==> src/rtl/cpu_pkg.sv <==
// cpu_pkg -- shared definitions for the CPU control slice.
// Holds opcode constants, ALU operation codes (also used by the ALU), the
// control FSM state encoding, branch classes and instruction field positions.
package cpu_pkg;

    // Opcodes, instr[15:12]
    localparam logic [3:0] OpAdd  = 4'd0;
    localparam logic [3:0] OpSub  = 4'd1;
    localparam logic [3:0] OpAnd  = 4'd2;
    localparam logic [3:0] OpOr   = 4'd3;
    localparam logic [3:0] OpXor  = 4'd4;
    localparam logic [3:0] OpLh   = 4'd5;
    localparam logic [3:0] OpLl   = 4'd6;
    localparam logic [3:0] OpBeq  = 4'd8;
    localparam logic [3:0] OpBgt  = 4'd9;
    localparam logic [3:0] OpBlt  = 4'd10;
    localparam logic [3:0] OpJmp  = 4'd11;
    localparam logic [3:0] OpHalt = 4'd15;

    // ALU operation codes
    localparam logic [2:0] AluAdd = 3'd0;
    localparam logic [2:0] AluSub = 3'd1;
    localparam logic [2:0] AluAnd = 3'd2;
    localparam logic [2:0] AluOr  = 3'd3;
    localparam logic [2:0] AluXor = 3'd4;
    localparam logic [2:0] AluLh  = 3'd5;
    localparam logic [2:0] AluLl  = 3'd6;

    // Instruction field bit positions
    localparam int unsigned OpcMsb = 15;
    localparam int unsigned OpcLsb = 12;
    localparam int unsigned RdMsb  = 11;  // rd, or rs1 for LH/LL/branch/JMP
    localparam int unsigned RdLsb  = 9;
    localparam int unsigned Rs1Msb = 8;   // rs1, or rs2 for branches
    localparam int unsigned Rs1Lsb = 6;
    localparam int unsigned Rs2Msb = 5;
    localparam int unsigned Rs2Lsb = 3;
    localparam int unsigned ImmMsb = 7;
    localparam int unsigned ImmLsb = 0;
    localparam int unsigned OffMsb = 5;
    localparam int unsigned OffLsb = 0;

    typedef enum logic [1:0] {
        StFetch,
        StExec,
        StHalt
    } state_e;

    typedef enum logic [2:0] {
        BrNone,
        BrEq,
        BrGt,
        BrLt,
        BrJmp
    } br_type_e;

endpackage

==> src/rtl/cpu_instr_decode.sv <==
// cpu_instr_decode -- purely combinational instruction decoder.
// Ports:
//   instr      in   16  instruction word
//   rd_addr    out  3   destination register select
//   rs1_addr   out  3   first source register select
//   rs2_addr   out  3   second source register select
//   alu_op     out  3   ALU operation
//   alu_imm    out  8   ALU immediate byte (LH/LL only, else 0)
//   writes_rd  out  1   instruction writes the register file
//   br_type    out  -   branch/jump class
//   br_off     out  6   signed branch offset field
//   is_halt    out  1   HALT opcode
//   is_illegal out  1   unassigned opcode
module cpu_instr_decode
    import cpu_pkg::*;
(
    input  logic [15:0] instr,
    output logic [2:0]  rd_addr,
    output logic [2:0]  rs1_addr,
    output logic [2:0]  rs2_addr,
    output logic [2:0]  alu_op,
    output logic [7:0]  alu_imm,
    output logic        writes_rd,
    output br_type_e    br_type,
    output logic [5:0]  br_off,
    output logic        is_halt,
    output logic        is_illegal
);

    logic [3:0] opcode;
    assign opcode = instr[OpcMsb:OpcLsb];

    always_comb begin
        rd_addr    = '0;
        rs1_addr   = '0;
        rs2_addr   = '0;
        alu_op     = AluAdd;
        alu_imm    = '0;
        writes_rd  = 1'b0;
        br_type    = BrNone;
        br_off     = instr[OffMsb:OffLsb];
        is_halt    = 1'b0;
        is_illegal = 1'b0;
        case (opcode)
            OpAdd, OpSub, OpAnd, OpOr, OpXor: begin
                rd_addr   = instr[RdMsb:RdLsb];
                rs1_addr  = instr[Rs1Msb:Rs1Lsb];
                rs2_addr  = instr[Rs2Msb:Rs2Lsb];
                alu_op    = opcode[2:0];
                writes_rd = 1'b1;
            end
            OpLh, OpLl: begin
                // Byte loads modify rd in place, so rd doubles as rs1
                rd_addr   = instr[RdMsb:RdLsb];
                rs1_addr  = instr[RdMsb:RdLsb];
                alu_imm   = instr[ImmMsb:ImmLsb];
                alu_op    = opcode[2:0];
                writes_rd = 1'b1;
            end
            OpBeq, OpBgt, OpBlt: begin
                rs1_addr = instr[RdMsb:RdLsb];
                rs2_addr = instr[Rs1Msb:Rs1Lsb];
                alu_op   = AluSub;
                br_type  = (opcode == OpBeq) ? BrEq : (opcode == OpBgt) ? BrGt : BrLt;
            end
            OpJmp: begin
                rs1_addr = instr[RdMsb:RdLsb];
                br_type  = BrJmp;
            end
            OpHalt:  is_halt = 1'b1;
            default: is_illegal = 1'b1;
        endcase
    end

endmodule

==> src/rtl/cpu_control.sv <==
// cpu_control -- FETCH/EXEC/HALT control unit with program counter.
// Build option: define CPU_CONTROL_ILLEGAL_TRAP_EN to trap illegal opcodes
// (sticky illegal flag + HALT); otherwise they execute as NOPs.
// Ports:
//   clk, rst                       clock, synchronous active-high reset
//   imem_req/imem_addr             fetch request (level) and word address (= pc)
//   imem_ack/imem_data             fetch acknowledge and instruction word
//   rs1_addr/rs2_addr/rd_addr      register-file selects (0 outside EXEC)
//   rd_we                          register-file write strobe (EXEC only)
//   alu_op/alu_imm                 ALU operation and immediate (0 outside EXEC)
//   alu_eq/alu_gt/alu_lt           unsigned compare flags for branches
//   rs1_value                      rs1 read data, JMP target
//   pc, halted, illegal            status
module cpu_control
    import cpu_pkg::*;
#(
    parameter int unsigned REG_WIDTH   = 16,
    parameter int unsigned INSTR_WIDTH = 16
) (
    input  logic                   clk,
    input  logic                   rst,
    output logic                   imem_req,
    output logic [REG_WIDTH-1:0]   imem_addr,
    input  logic                   imem_ack,
    input  logic [INSTR_WIDTH-1:0] imem_data,
    output logic [2:0]             rs1_addr,
    output logic [2:0]             rs2_addr,
    output logic [2:0]             rd_addr,
    output logic                   rd_we,
    output logic [2:0]             alu_op,
    output logic [7:0]             alu_imm,
    input  logic                   alu_eq,
    input  logic                   alu_gt,
    input  logic                   alu_lt,
    input  logic [REG_WIDTH-1:0]   rs1_value,
    output logic [REG_WIDTH-1:0]   pc,
    output logic                   halted,
    output logic                   illegal
);

    state_e                 state_q;
    logic [REG_WIDTH-1:0]   pc_q;
    logic [REG_WIDTH-1:0]   pc_next;
    logic [INSTR_WIDTH-1:0] ir_q;
    logic                   illegal_q;
    logic                   exec;
    logic                   trap;

    logic [2:0] dec_rd, dec_rs1, dec_rs2, dec_op;
    logic [7:0] dec_imm;
    logic       dec_writes_rd, dec_halt, dec_illegal;
    logic [5:0] dec_off;
    br_type_e   dec_br;

    cpu_instr_decode u_decode (
        .instr      (ir_q),
        .rd_addr    (dec_rd),
        .rs1_addr   (dec_rs1),
        .rs2_addr   (dec_rs2),
        .alu_op     (dec_op),
        .alu_imm    (dec_imm),
        .writes_rd  (dec_writes_rd),
        .br_type    (dec_br),
        .br_off     (dec_off),
        .is_halt    (dec_halt),
        .is_illegal (dec_illegal)
    );

`ifdef CPU_CONTROL_ILLEGAL_TRAP_EN
    assign trap = dec_illegal;
`else
    // Illegal opcodes fall through as NOPs: no write, pc+1
    assign trap = 1'b0;
    logic unused_dec_illegal;
    assign unused_dec_illegal = dec_illegal;
`endif

    assign exec      = (state_q == StExec);
    assign imem_req  = (state_q == StFetch);
    assign imem_addr = pc_q;
    assign pc        = pc_q;
    assign halted    = (state_q == StHalt);
    assign illegal   = illegal_q;

    assign rd_addr  = exec ? dec_rd  : 3'd0;
    assign rs1_addr = exec ? dec_rs1 : 3'd0;
    assign rs2_addr = exec ? dec_rs2 : 3'd0;
    assign alu_op   = exec ? dec_op  : 3'd0;
    assign alu_imm  = exec ? dec_imm : 8'd0;
    assign rd_we    = exec & dec_writes_rd;

    // Branch offset is relative to the branch's own address; wraps mod 2^REG_WIDTH
    always_comb begin
        pc_next = pc_q + REG_WIDTH'(1);
        case (dec_br)
            BrEq:    if (alu_eq) pc_next = pc_q + {{(REG_WIDTH-6){dec_off[5]}}, dec_off};
            BrGt:    if (alu_gt) pc_next = pc_q + {{(REG_WIDTH-6){dec_off[5]}}, dec_off};
            BrLt:    if (alu_lt) pc_next = pc_q + {{(REG_WIDTH-6){dec_off[5]}}, dec_off};
            BrJmp:   pc_next = rs1_value;
            default: ;
        endcase
    end

    always_ff @(posedge clk) begin
        if (rst) begin
            state_q   <= StFetch;
            pc_q      <= '0;
            ir_q      <= '0;
            illegal_q <= 1'b0;
        end else begin
            case (state_q)
                StFetch: begin
                    if (imem_ack) begin
                        ir_q    <= imem_data;
                        state_q <= StExec;
                    end
                end
                StExec: begin
                    if (dec_halt || trap) begin
                        state_q <= StHalt;  // pc stays on the halting instruction
                    end else begin
                        pc_q    <= pc_next;
                        state_q <= StFetch;
                    end
                    if (trap) illegal_q <= 1'b1;
                end
                default: ;  // StHalt: only rst leaves
            endcase
        end
    end

endmodule

==> config.mk <==
export PLATFORM = sky130hd
export DESIGN_NAME = cpu_control
export DESIGN_NICKNAME = d
export VERILOG_FILES = /design/src/rtl/cpu_pkg.sv /design/src/rtl/cpu_instr_decode.sv /design/src/rtl/cpu_control.sv
export SDC_FILE = /design/constraint.sdc
export NUM_CORES = 1
export LEC_CHECK = 0
export BUFFER_PORTS_ARGS = -buffer_cell sky130_fd_sc_hd__buf_2
export CAP_MARGIN = 30
export CORE_ASPECT_RATIO = 1.4
export CORE_UTILIZATION = 56
export DETAILED_ROUTE_END_ITERATION = 6
export PLACE_DENSITY = 0.87
export REMOVE_ABC_BUFFERS = 1
export SYNTH_ARGS = -nofsm -noshare
export SYNTH_HDL_FRONTEND = slang
export SYNTH_SLANG_ARGS = --single-unit
==> constraint.sdc <==
create_clock -name clk -period 3.45 [get_ports clk]
set_input_delay 0.5175 -clock clk [delete_from_list [all_inputs] [get_ports clk]]
set_output_delay 0.5175 -clock clk [all_outputs]
set_load 0.1 [all_outputs]
==> key figures, run 1 <==
Clocking
  • CTS tree: done
  • Sink Count: 34
  • CTS Buf Count: 5
  • Later-pin clock latency in the skew report: approximately 290 ps
  • CTS clk-pin slew, worst paths: 70 ps
  • Count of hold-fix buffers inserted at cts: 0
  • Resized Gates After CTS: 0
  • Clock buffer depth: 2
  • H-Tree Depth: 2
  • Setup Buffers After CTS: 0
  • CTS root buffer: clkbuf_8

Layout
  • Share of cells above drive strength 1: between 20% and 30%
  • Nets: 527
  • Layout filler cell count: ~420
  • ANT cells: 0
  • Reg area: 680.7 um^2
  • P&R area growth vs syn: 15.41%
  • Multi-input gate area: 1931 um^2
  • Cell area after layout: 3317 um^2

Synthesis
  • Netlist cell types: 54
  • Complex-gate fraction of the synthesized area: 28.60%
  • Seq/Total Area, Yosys: between 20% and 30%
  • Syn avg cell area: just over 7 um^2
  • Largest family of logic cells by synthesized area: compound AO/OA/AOI/OAI gates
  • Gate Count Post-Synth: 407
  • Ys async rst share: 0%
  • Post-Synth Adder-Cell Area: 7.662%
  • Synth Cell Area: between 2000 and 3000 um^2
  • Mux contribution to synthesized area: 0.7401%
  • EDFF count, synth: 0
  • Synth Area in Simple Gates: 25.60%
  • Yosys warns: 0
  • Fraction of synthesized cell area in xor and xnor cells: 4.266%
  • Dominant synthesized flop cell: dfxtp_1
  • Synth Register Bits: 34

Run
  • Number of max-cap violations: 0

Timing
  • Hold Vio Cnt, Final: 0
  • Post-route setup TNS: 0 ps
  • Rel. slew slack: 54.75%
  • Worst Clk Skew: ~3.1 ps
  • FMAX: about 350 MHz
  • RSZ-0062 raised after global routing: no
  • Max-slew violations: 0
  • Final period utilization: 83.71%
  • PnR worst setup slack: 562.1 ps
  • Setup violations, final: 0
  • Minimum clock period: 2888 ps
  • Worst-margin pin slew: 677.5 ps

Detailed routing
  • DRC: 0
  • Post-DR wirelength/cell: around 14 um
  • Wirelength, routed: slightly below 8 mm
  • 1st-pass router iterations: 4
  • DR vias: 3,190
  • Vias/cell: between 5 and 6
  • Final ANT Viol Nets: 0
  • Iter 0 DRT Violations: approximately 150

Critical path
  • Reg2reg end: imem_addr[15]
  • Worst EP arrival: around 2400 ps
  • Crit path max fanout: 16
  • Setup CP Type: flop to output port
  • Worst Setup Start Kind: flop
  • Cells along the critical path: xor2_1 -> nand2_1 -> nor3_1 -> and2_1 -> buf_2
  • Worst EP required: between 2000 and 3000 ps
  • CP peak stage delay: 640 ps
  • Crit path capture type: output port
  • Worst reg2reg setup slack: 870 ps
  • Worst r2r src: ir_q[5]
  • CP max-delay cell: dfxtp_1
  • Worst R2R Path Depth: 7

Place
  • I/O Buffers: a little over 90
  • Gp weighted congestion: 0.8839
  • Post-place instance area: around 3200 um^2
  • HPWL Detailed: 5.730 mm
  • Worst slack at placement: 902.7 ps

Worst hold path
  • Min-delay worst type: primary input to flop
  • Hold_sp: imem_data[9]
  • Hold Path Sink: ir_q[9]
  • Worst Hold Depth: 3

Global routing
  • GR Util All Layers: 28.93%
  • Pin count of the biggest net entering global routing: 25
  • Grt total ovfl: 0
  • First-pass GRT wire length: 12.68 mm
  • Antenna violations before repair: 0
  • Vias in the first global route: 2,944

Pwr
  • Cell Pwr Density: approximately 320 nW/um^2
  • Total Power: about 1.1 mW
  • Maximum VDD drop: 0.2282 mV
  • Lkg Pwr: 1.524 nW

Die
  • Num rows: 30
  • Die height: 86.77 um
  • Initial core utilization: 58.90%
  • Ports: 94
  • Die Footprint: 5427 um^2
  • Core Region: 4880 um^2
  • Die width: 62.55 um

Status
  • Status: finished clean
==> flip-flops by register name, indices dropped and copies added, names as in the netlist <==
signal	cells
state_q	2
ir_q	16
imem_addr	16
==> cells by family (layout without fill, tap and decap cells) <==
logic type      after synthesis  in the layout
compound gates              132            132
xor+xnor                     14             14
fa+ha+maj                    17             17
buf+inv                      52            117
flops                        34             34
mux                           2              2
other cells                   1              1
simple gates                155            155
==> cell type report <==
class	count	area share [%]
Clock buffer	5	2.075
Clock inverter	2	0.3018
Inverter	13	1.471
Multi-Input combinational cell	321	58.20
Sequential cell	34	20.52
Tap cell	64	2.414
Timing Repair Buffer	97	15.01
==> layer usage <==
| layer | wire length [um] | track usage, % |
|---|---|---|
| met1 | 3162 | 31.06 |
| met2 | 3956 | 53.66 |
| met3 | 420 | 4.211 |
| met4 | 221 | 16.49 |
| met5 | 0 | 0 |
==> worst max-delay path by stage <==
stage	from	to	slack (ps)	cells after the start
after floorplan	state_q[1]	alu_op[1]	-1190	3
after global placement	ir_q[13]	alu_imm[5]	910	5
after detailed placement	ir_q[13]	alu_imm[0]	900	5
after CTS	ir_q[13]	alu_imm[0]	580	5
after global routing	ir_q[13]	alu_imm[5]	410	5
final	ir_q[13]	alu_imm[3]	560	5
==> per-stage QoR <==
stage | instances | util [%] | hold WS [ps]
2_1_floorplan | 368 | - | 438.4
3_3_place_gp | 529 | 66.36 | 451.3
3_5_place_dp | 529 | 66.36 | 461.9
4_1_cts | 536 | 67.97 | 456.8
5_1_grt | 536 | 67.97 | 468.3
6_report | 536 | 67.97 | 463.9
==> report_power, final <==
part           switching (mW)  internal, mW  total [mW]
registers              0.0356         0.411       0.447
logic                   0.244        0.0838       0.327
clock network           0.149         0.135       0.285
==> cells in the final DEF (no fill, tap or decap), types with 6 or more instances in the layout <==
cell      n
inv_1    13
nand3_1  12
nor2_1   35
nand2_1  55
xnor2_1   7
nor3_1    9
nand4_1   7
dfxtp_1  34
buf_2    92
a21oi_1  51
a22oi_1  11
ha_1     16
o21ai_0  26
and2_1   14
o21a_1    6
xor2_1    7
==> Yosys cell counts, types with 3 or more instances <==
cell type	instances	share of area, %
xnor2_1	7	2.1
nor2_1	35	4.6
ha_1	16	7.0
o21ai_0	26	4.5
inv_1	13	1.7
nor2b_1	3	0.65
and2_1	14	3.0
nor4_1	4	0.87
nor3_1	9	1.6
nand3_1	12	2.1
a22oi_1	11	2.9
nand4_1	7	1.5
dfxtp_1	34	24
clkbuf_1	14	1.8
o21a_1	6	1.6
and3_1	3	0.65
a21o_1	5	1.3
buf_4	17	4.4
a211oi_1	5	1.3
buf_2	7	1.2
a221oi_1	3	0.91
nand2_1	55	7.2
nor3b_1	3	0.78
xor2_1	7	2.1
a21oi_1	51	8.9
==> worst max-delay path: cells and delay by family (launching register included) <==
kind / cells / cell delay, ps
and+or+nand+nor: 3 / 830
xor gates and xnor gates: 1 / 190
buffers and inverters: 1 / 420
DFF: 1 / 640
Note: power is estimated with default switching activity, not from simulation.
==> inputs of run 2 (changes only) <==
--- a/config.mk
+++ b/config.mk
@@ -8,9 +8,9 @@
 export BUFFER_PORTS_ARGS = -buffer_cell sky130_fd_sc_hd__buf_2
 export CAP_MARGIN = 30
 export CORE_ASPECT_RATIO = 1.4
-export CORE_UTILIZATION = 56
+export CORE_UTILIZATION = 47
 export DETAILED_ROUTE_END_ITERATION = 6
-export PLACE_DENSITY = 0.87
+export PLACE_DENSITY = 0.78
 export REMOVE_ABC_BUFFERS = 1
 export SYNTH_ARGS = -nofsm -noshare
 export SYNTH_HDL_FRONTEND = slang
==> constraint.sdc (replaced) <==
create_clock -name clk -period 2.35 [get_ports clk]
set_input_delay 0.3525 -clock clk [delete_from_list [all_inputs] [get_ports clk]]
set_output_delay 0.3525 -clock clk [all_outputs]
set_load 0.1 [all_outputs]
==> run 2 against run 1 <==
Hold slack got worse by 180 ps. Global-route usage rose by 0.40 points. Clock skew barely moved. Register-to-register slack got worse by 800 ps. Sequential power rose by 44%. Routed wire length rose by 16%. Clock power rose by 62%. Largest power group unchanged. Highest routed layer unchanged.
==> key figures, run 2 (synthesis results as in run 1) <==
Detailed routing
  • DR vias: 3,334 (was 3,190)
  • Final ANT Viol Nets: 0 (unchanged)
  • Vias/cell: 5.849 (was 5.951)
  • Iter 0 DRT Violations: 223 (was 153)
  • 1st-pass router iterations: 5 (was 4)
  • Wirelength, routed: 8.981 mm (was 7.761 mm)
  • Post-DR wirelength/cell: 15.76 um (was 14.48 um)
  • DRC: 0 (unchanged)

Die
  • Core Region: 5863 um^2 (was 4880 um^2)
  • Die height: 94.53 um (was 86.77 um)
  • Die Footprint: 6436 um^2 (was 5427 um^2)
  • Initial core utilization: 49.02% (was 58.90%)
  • Num rows: 33 (was 30)
  • Ports: 94 (unchanged)
  • Die width: 68.09 um (was 62.55 um)

Critical path
  • Cells along the critical path: ha_1 -> fa_2 -> a21oi_2 -> o211ai_1 -> buf_4 -> a21o_1 -> a21o_2 -> a22oi_1 -> o21ai_0 (was xor2_1 -> nand2_1 -> nor3_1 -> and2_1 -> buf_2)
  • CP max-delay cell: fa_2 (was dfxtp_1)
  • Setup CP Type: flop to flop (was flop to output port)
  • Worst EP arrival: 2440 ps (was 2370 ps)
  • Worst R2R Path Depth: 9 (was 7)
  • CP peak stage delay: 380 ps (was 640 ps)
  • Worst Setup Start Kind: flop (unchanged)
  • Worst EP required: 2510 ps (was 2930 ps)
  • Crit path capture type: flop (was output port)
  • Crit path max fanout: 4 (was 16)

Timing
  • Hold Vio Cnt, Final: 0 (unchanged)
  • Max-slew violations: 0 (unchanged)
  • Worst-margin pin slew: 594.8 ps (was 677.5 ps)
  • Worst Clk Skew: 2.736 ps (was 3.116 ps)
  • FMAX: 439.3 MHz
  • Minimum clock period: 2276 ps
  • Setup violations, final: 0 (unchanged)
  • Final period utilization: 96.87%
  • Fin Hold WS: 288.7 ps (was 463.9 ps)
  • PnR worst setup slack: 73.55 ps (was 562.1 ps)
  • Rel. slew slack: 60.35% (was 54.75%)

Global routing
  • Vias in the first global route: 3,079 (was 2,944)
  • Grt total ovfl: 0 (unchanged)
  • First-pass GRT wire length: 14.43 mm (was 12.68 mm)
  • Antenna violations before repair: 0 (unchanged)
  • GR Util All Layers: 29.33% (was 28.93%)
  • Pin count of the biggest net entering global routing: 25 (unchanged)

Pwr
  • Cell Pwr Density: 423.4 nW/um^2 (was 319.2 nW/um^2)
  • Logic gate share of total power: 33.6% (was 30.9%)
  • NetSw: 0.6578 mW (was 0.4284 mW)
  • Internal power: 1.012 mW (was 0.6305 mW)
  • Sequential share of power: 38.6% (was 42.2%)
  • Part of the power in the clock network: 27.7% (was 26.9%)
  • Lkg Pwr: 1.708 nW (was 1.524 nW)
  • Maximum VDD drop: 0.3101 mV (was 0.2282 mV)
  • Switching Share: 39.41% (was 40.45%)

Worst hold path
  • Worst Hold Depth: 3 (unchanged)
  • Min-delay worst type: primary input to flop (unchanged)

Layout
  • Fin util: 67.24% (was 67.97%)
  • Share of cells above drive strength 1: 30.40% (was 23.52%)
  • Most frequent cells in the layout: buf_2, nand2_1, a21oi_1 (unchanged)
  • Nets: 554 (was 527)
  • Final Non-Filler Cells: 570 (was 536)
  • Most common cell after layout, fill and taps aside: buf_2 (unchanged)
  • Cell area after layout: 3943 um^2 (was 3317 um^2)
  • P&R area growth vs syn: 37.18% (was 15.41%)
  • ANT cells: 0 (unchanged)

Clocking
  • Sink Count: 34 (unchanged)
  • CTS tree: done (unchanged)
  • CTS clk-pin slew, worst paths: 70 ps (about the same)
  • Clock buffer depth: 2 (unchanged)
  • CTS Buf Count: 5 (unchanged)
  • H-Tree Depth: 2 (unchanged)
  • Count of hold-fix buffers inserted at cts: 0 (unchanged)
  • Later-pin clock latency in the skew report: 290 ps (about the same)
  • CTS root buffer: clkbuf_8 (unchanged)

Place
  • I/O Buffers: 92 (unchanged)
  • Post-place instance area: 3746 um^2 (was 3238 um^2)
  • Gp weighted congestion: 0.8803 (was 0.8839)
  • Number of instances in the placed design: 562 (was 529)
  • HPWL Detailed: 6.809 mm (was 5.730 mm)
  • Worst slack at placement: -0.9492 ps (was 902.7 ps)

Status
  • Status: finished clean (unchanged)

Run
  • Number of max-cap violations: 0 (unchanged)
## run 2: changes by cell type in the layout (fill, tap and decap cells not counted), sizes merged
cell | previous run | this run
buf | 97 | 124
clkbuf | 5 | 7
clkinv | 2 | 1
## run 2: layer usage
layer / up-vias / track usage [%] / share of wire [%]
met4: 0 / 11.81 / 3.5
met1: 1522 / 32.36 / 39
met2: 147 / 52.37 / 52
met5: - / 0 / 0
met3: 36 / 6.401 / 6.3
li1: 1629 / - / -
## run 2: timing repair
item | 4_1_cts | 5_1_grt
setup endpoints to repair | 5 | 10
pin swaps | 0 | 1
setup buffers | 0 | 0
gates resized for setup | 6 | 13
hold endpoints to repair | 0 | 0
## run 2: critical path: cells and delay by family (launching register included)
family,cells,cell delay (ps)
buffers and inverters,1,200
adder cells (fa/ha/maj),2,590
AO/OA/AOI/OAI,6,1040
flip-flops,1,330
## run 2: power groups by stage
| stage | Sequential, mW | Clock, mW | Combinational, mW |
|---|---|---|---|
| 3_5_place_dp | 0.654 | 0 | 0.545 |
| 6_report | 0.645 | 0.463 | 0.561 |
| 3_3_place_gp | 0.652 | 0 | 0.537 |
| 2_1_floorplan | 0.797 | 0 | 0.224 |
| 4_1_cts | 0.642 | 0.467 | 0.548 |
| 5_1_grt | 0.649 | 0.496 | 0.603 |
## run 2: final timing paths
path / from / slack, ps / endpoint
setup / recovery: ir_q[0] / 70 / imem_addr[8]
setup reg to reg: ir_q[0] / 70 / imem_addr[8]
hold reg to reg: ir_q[8] / 480 / ir_q[8]
hold / removal: imem_data[13] / 290 / ir_q[13]
## run 2: area by class of cell
cell class / instances / area (um^2)
Clock buffer: 7 / 86.33
Clock inverter: 1 / 5.005
Fill cell: 487 / 1921
Inverter: 13 / 48.80
Multi-Input combinational cell: 321 / 2024
Sequential cell: 34 / 691.9
Tap cell: 70 / 87.58
Timing Repair Buffer: 124 / 998.5
## run 2: metrics by stage
stage	power [mW]	TNS [ps]
global route	1.749	-9.822
global placement	1.189	0
detailed placement	1.199	-0.9492
CTS	1.657	0
finish	1.669	0
floorplan	1.021	-30740
==> inputs of run 3 (changes only) <==
--- a/config.mk
+++ b/config.mk
@@ -5,10 +5,11 @@
 export SDC_FILE = /design/constraint.sdc
 export NUM_CORES = 1
 export LEC_CHECK = 0
+export ABC_AREA = 1
 export BUFFER_PORTS_ARGS = -buffer_cell sky130_fd_sc_hd__buf_2
 export CAP_MARGIN = 30
 export CORE_ASPECT_RATIO = 1.4
-export CORE_UTILIZATION = 47
+export CORE_UTILIZATION = 48
 export DETAILED_ROUTE_END_ITERATION = 6
 export PLACE_DENSITY = 0.78
 export REMOVE_ABC_BUFFERS = 1
==> run 3 against run 2 <==
The flow now finishes with violations (design-rule violations). Non-clock buffer count decreased by 24. Power grew 20%. Clock skew is 2.9 ps higher. Maximum frequency rose by 0.71%. Global-route usage shrank 2.6 points.
==> key figures, run 3 <==
Layout
  • Multi-input gate area: 2056 um^2 (was 2024 um^2)
  • Reg area: 680.7 um^2 (was 691.9 um^2)
  • Cell area after layout: 3926 um^2 (was 3943 um^2)
  • Most frequent cells in the layout: nand2_1, buf_2, inv_1 (was buf_2, nand2_1, a21oi_1)
  • Final Non-Filler Cells: 700 (was 570)
  • Most common cell after layout, fill and taps aside: nand2_1 (was buf_2)
  • Nets: 680 (was 554)
  • P&R area growth vs syn: 21.72% (was 37.18%)
  • ANT cells: 0 (unchanged)
  • Share of cells above drive strength 1: 21.09% (was 30.40%)
  • Layout filler cell count: 627 (was 487)

Critical path
  • WP buf/inv: 3 (was 1)
  • Cells along the critical path: nor2_1 -> inv_1 -> a21oi_1 -> inv_1 -> o22ai_1 -> buf_2 (was ha_1 -> fa_2 -> a21oi_2 -> o211ai_1 -> buf_4 -> a21o_1 -> a21o_2 -> a22oi_1 -> o21ai_0)
  • Setup CP Type: flop to output port (was flop to flop)
  • CP peak stage delay: 450 ps (was 380 ps)
  • CP top delay family: buffers and inverters (was compound AO/OA/AOI/OAI gates)
  • Reg2reg end: imem_addr[8] (unchanged)
  • Worst Setup Start Kind: flop (unchanged)
  • Crit path max fanout: 6 (was 4)
  • Worst r2r src: imem_addr[0] (was ir_q[0])
  • Worst EP required: 2000 ps (was 2510 ps)
  • Worst reg2reg setup slack: 290 ps (was 70 ps)
  • Crit path capture type: output port (was flop)
  • Worst R2R Path Depth: 11 (was 9)
  • Worst EP arrival: 1910 ps (was 2440 ps)
  • Cell mode on critical path: inv_1
  • CP max-delay cell: buf_2 (was fa_2)

Detailed routing
  • Vias/cell: 5.249 (was 5.849)
  • Iter 0 DRT Violations: 180 (was 223)
  • Post-DR wirelength/cell: 13.44 um (was 15.76 um)
  • Final ANT Viol Nets: 0 (unchanged)
  • 1st-pass router iterations: 7 (was 5)
  • DR vias: 3,674 (was 3,334)
  • Wirelength, routed: 9.405 mm (was 8.981 mm)
  • DRC: 7 (was 0)

Synthesis
  • Dominant synthesized flop cell: dfxtp_1 (unchanged)
  • Netlist cell types: 40 (was 54)
  • Synth area leaders: dfxtp_1, nand2_1, inv_1 (was dfxtp_1, a21oi_1, nand2_1)
  • Commonest cells in the netlist: nand2_1, inv_1, nor2_1, a21oi_1, nand3_1 (was nand2_1, a21oi_1, nor2_1, dfxtp_1, o21ai_0)
  • Top cell type's share of synthesized area: 21.10% (was 23.68%)
  • Yosys warns: 0 (unchanged)
  • Synth Register Bits: 34 (unchanged)
  • Top cell type by total area after synthesis: dfxtp_1 (unchanged)
  • Synth Cell Area: 3226 um^2 (was 2874 um^2)
  • Ys async rst share: 0% (unchanged)
  • EDFF count, synth: 0 (unchanged)
  • Syn avg cell area: 5.886 um^2 (was 7.061 um^2)
  • Seq/Total Area, Yosys: 21.10% (was 23.68%)
  • Most frequent cell after synthesis: nand2_1 (unchanged)
  • Gate Count Post-Synth: 548 (was 407)

Clocking
  • Resized Gates After CTS: 0 (was 6)
  • CTS Buf Count: 5 (unchanged)
  • CTS tree: done (unchanged)
  • Setup Buffers After CTS: 0 (unchanged)
  • Sink Count: 34 (unchanged)
  • Clock buffer depth: 2 (unchanged)
  • CTS root buffer: clkbuf_8 (unchanged)
  • Count of hold-fix buffers inserted at cts: 0 (unchanged)
  • H-Tree Depth: 2 (unchanged)
  • Later-pin clock latency in the skew report: 290 ps (about the same)
  • CTS clk-pin slew, worst paths: 80 ps (was 70 ps)

Timing
  • Setup violations, final: 0 (unchanged)
  • FMAX: 442.4 MHz (was 439.3 MHz)
  • Worst Clk Skew: 5.613 ps (was 2.736 ps)
  • Max-slew violations: 0 (unchanged)
  • Hold Vio Cnt, Final: 0 (unchanged)
  • Rel. slew slack: 65.43% (was 60.35%)
  • RSZ-0062 raised after global routing: yes
  • Minimum clock period: 2260 ps (was 2276 ps)
  • Final period utilization: 96.19% (was 96.87%)
  • Worst-margin pin slew: 513.7 ps (was 594.8 ps)

Die
  • Core Region: 6525 um^2 (was 5863 um^2)
  • Num rows: 35 (was 33)
  • Die height: 99.00 um (was 94.53 um)
  • Initial core utilization: 49.43% (was 49.02%)
  • Ports: 94 (unchanged)
  • Die width: 71.28 um (was 68.09 um)
  • Die Footprint: 7056 um^2 (was 6436 um^2)

Pwr
  • Internal power: 1.069 mW (was 1.012 mW)
  • Cell Pwr Density: 508.4 nW/um^2 (was 423.4 nW/um^2)
  • Sequential share of power: 34.2% (was 38.6%)
  • Switching Share: 46.45% (was 39.41%)
  • Maximum VDD drop: 0.3605 mV (was 0.3101 mV)
  • Part of the power in the clock network: 23.6% (was 27.7%)
  • Logic gate share of total power: 42.2% (was 33.6%)
  • Lkg Pwr: 2.014 nW (was 1.708 nW)
  • NetSw: 0.9273 mW (was 0.6578 mW)

Worst hold path
  • Hold_sp: imem_data[6] (was imem_data[13])
  • Worst Hold Depth: 3 (unchanged)
  • Hold Path Sink: ir_q[6] (was ir_q[13])
  • Min-delay worst type: primary input to flop (unchanged)

Global routing
  • Grt total ovfl: 0 (unchanged)
  • Vias in the first global route: 3,364 (was 3,079)
  • Pin count of the biggest net entering global routing: 29 (was 25)
  • GR Util All Layers: 26.69% (was 29.33%)
  • Antenna violations before repair: 0 (unchanged)
  • First-pass GRT wire length: 15.11 mm (was 14.43 mm)

Place
  • Number of instances in the placed design: 692 (was 562)
  • Gp weighted congestion: 0.9189 (was 0.8803)
  • I/O Buffers: 92 (unchanged)
  • HPWL Detailed: 7.510 mm (was 6.809 mm)
  • Post-place instance area: 3807 um^2 (was 3746 um^2)

Status
  • Status: finished, violations left (was finished clean)
  • Violated checks: design-rule violations

Run
  • Number of max-cap violations: 0 (unchanged)
==> run 3: cell types whose count changed after synthesis, moves of 5 or more <==
cell and delta:
nand2_1 +86, inv_1 +59, clkbuf_1 -7, nor2_1 +32, o21a_1 -6, o21ai_1 +10
nand3_1 +33, a22oi_1 -11, buf_2 -6, and2_1 -13, a211oi_1 -5, inv_2 +6
nor2_4 +5, xnor2_1 -5
==> run 3: routing by layer <==
metal  share of wire [%]  global-route usage (%)  wire length [um]  vias up
met1                  42                   30.09              3928     1642
met3                 5.0                   3.272               466       17
li1                    -                       -                 -     1897
met5                   0                       0                 0        -
met4                 2.2                   7.385               206        0
met2                  51                   51.36              4804      118
==> run 3: layout make-up <==
type | count | share of cell area (%)
flip-flops and latches | 34 | 17.34
inverters | 80 | 7.680
well taps | 74 | 2.358
multi-input cells | 404 | 52.36
repair buffers | 100 | 17.85
clock buffers | 6 | 2.103
clock inverters | 2 | 0.3187
==> run 3: worst max path at each step <==
stage | endpoint | cells after the start | slack, ps | start
final | rs2_addr[2] | 6 | 90 | ir_q[12]
after global routing | rs2_addr[2] | 6 | 20 | ir_q[12]
after CTS | rs1_addr[1] | 7 | 9 | ir_q[12]
after detailed placement | rs1_addr[1] | 7 | 320 | ir_q[12]
after global placement | imem_addr[8] | 11 | 370 | imem_addr[0]
after floorplan | alu_op[1] | 6 | -1910 | state_q[0]
==> run 3: worst register-to-register path: cells and delay by family (launching register included) <==
family                     cells  cell delay [ps]
DFF                            1              390
adders and majority gates      2              720
and+or+nand+nor                8              830
buffers and inverters          1               30
==> run 3: cell families after synthesis <==
kind of cell    Yosys count  share of synthesized area [%]
compound gates           97                          16.29
buf+inv                 110                          15.90
xor+xnor                  7                          1.901
simple gates            282                          37.86
flops                    34                          21.10
fa+ha+maj                17                          6.827
other cells               1                         0.1163
==> run 3: through the flow <==
step	util [%]	TNS, ps	hold slack (ps)	setup WS [ps]	power (mW)
floorplan	-	-34190	421.6	-1906	1.315
global placement	58.35	0	468.2	368.7	1.516
detailed placement	58.35	0	478.0	323.1	1.527
CTS	59.81	0	309.8	8.666	1.988
global route	60.17	0	329.6	22.58	2.079
finish	60.17	0	308.4	89.54	1.996
==> run 3: power by group through the flow <==
stage          sequential, mW  combinational (mW)  clock (mW)
3_3_place_gp            0.691               0.825           0
5_1_grt                 0.689               0.902       0.487
2_1_floorplan           0.939               0.376           0
6_report                0.683               0.842       0.472
3_5_place_dp            0.694               0.832           0
4_1_cts                 0.681               0.835       0.472
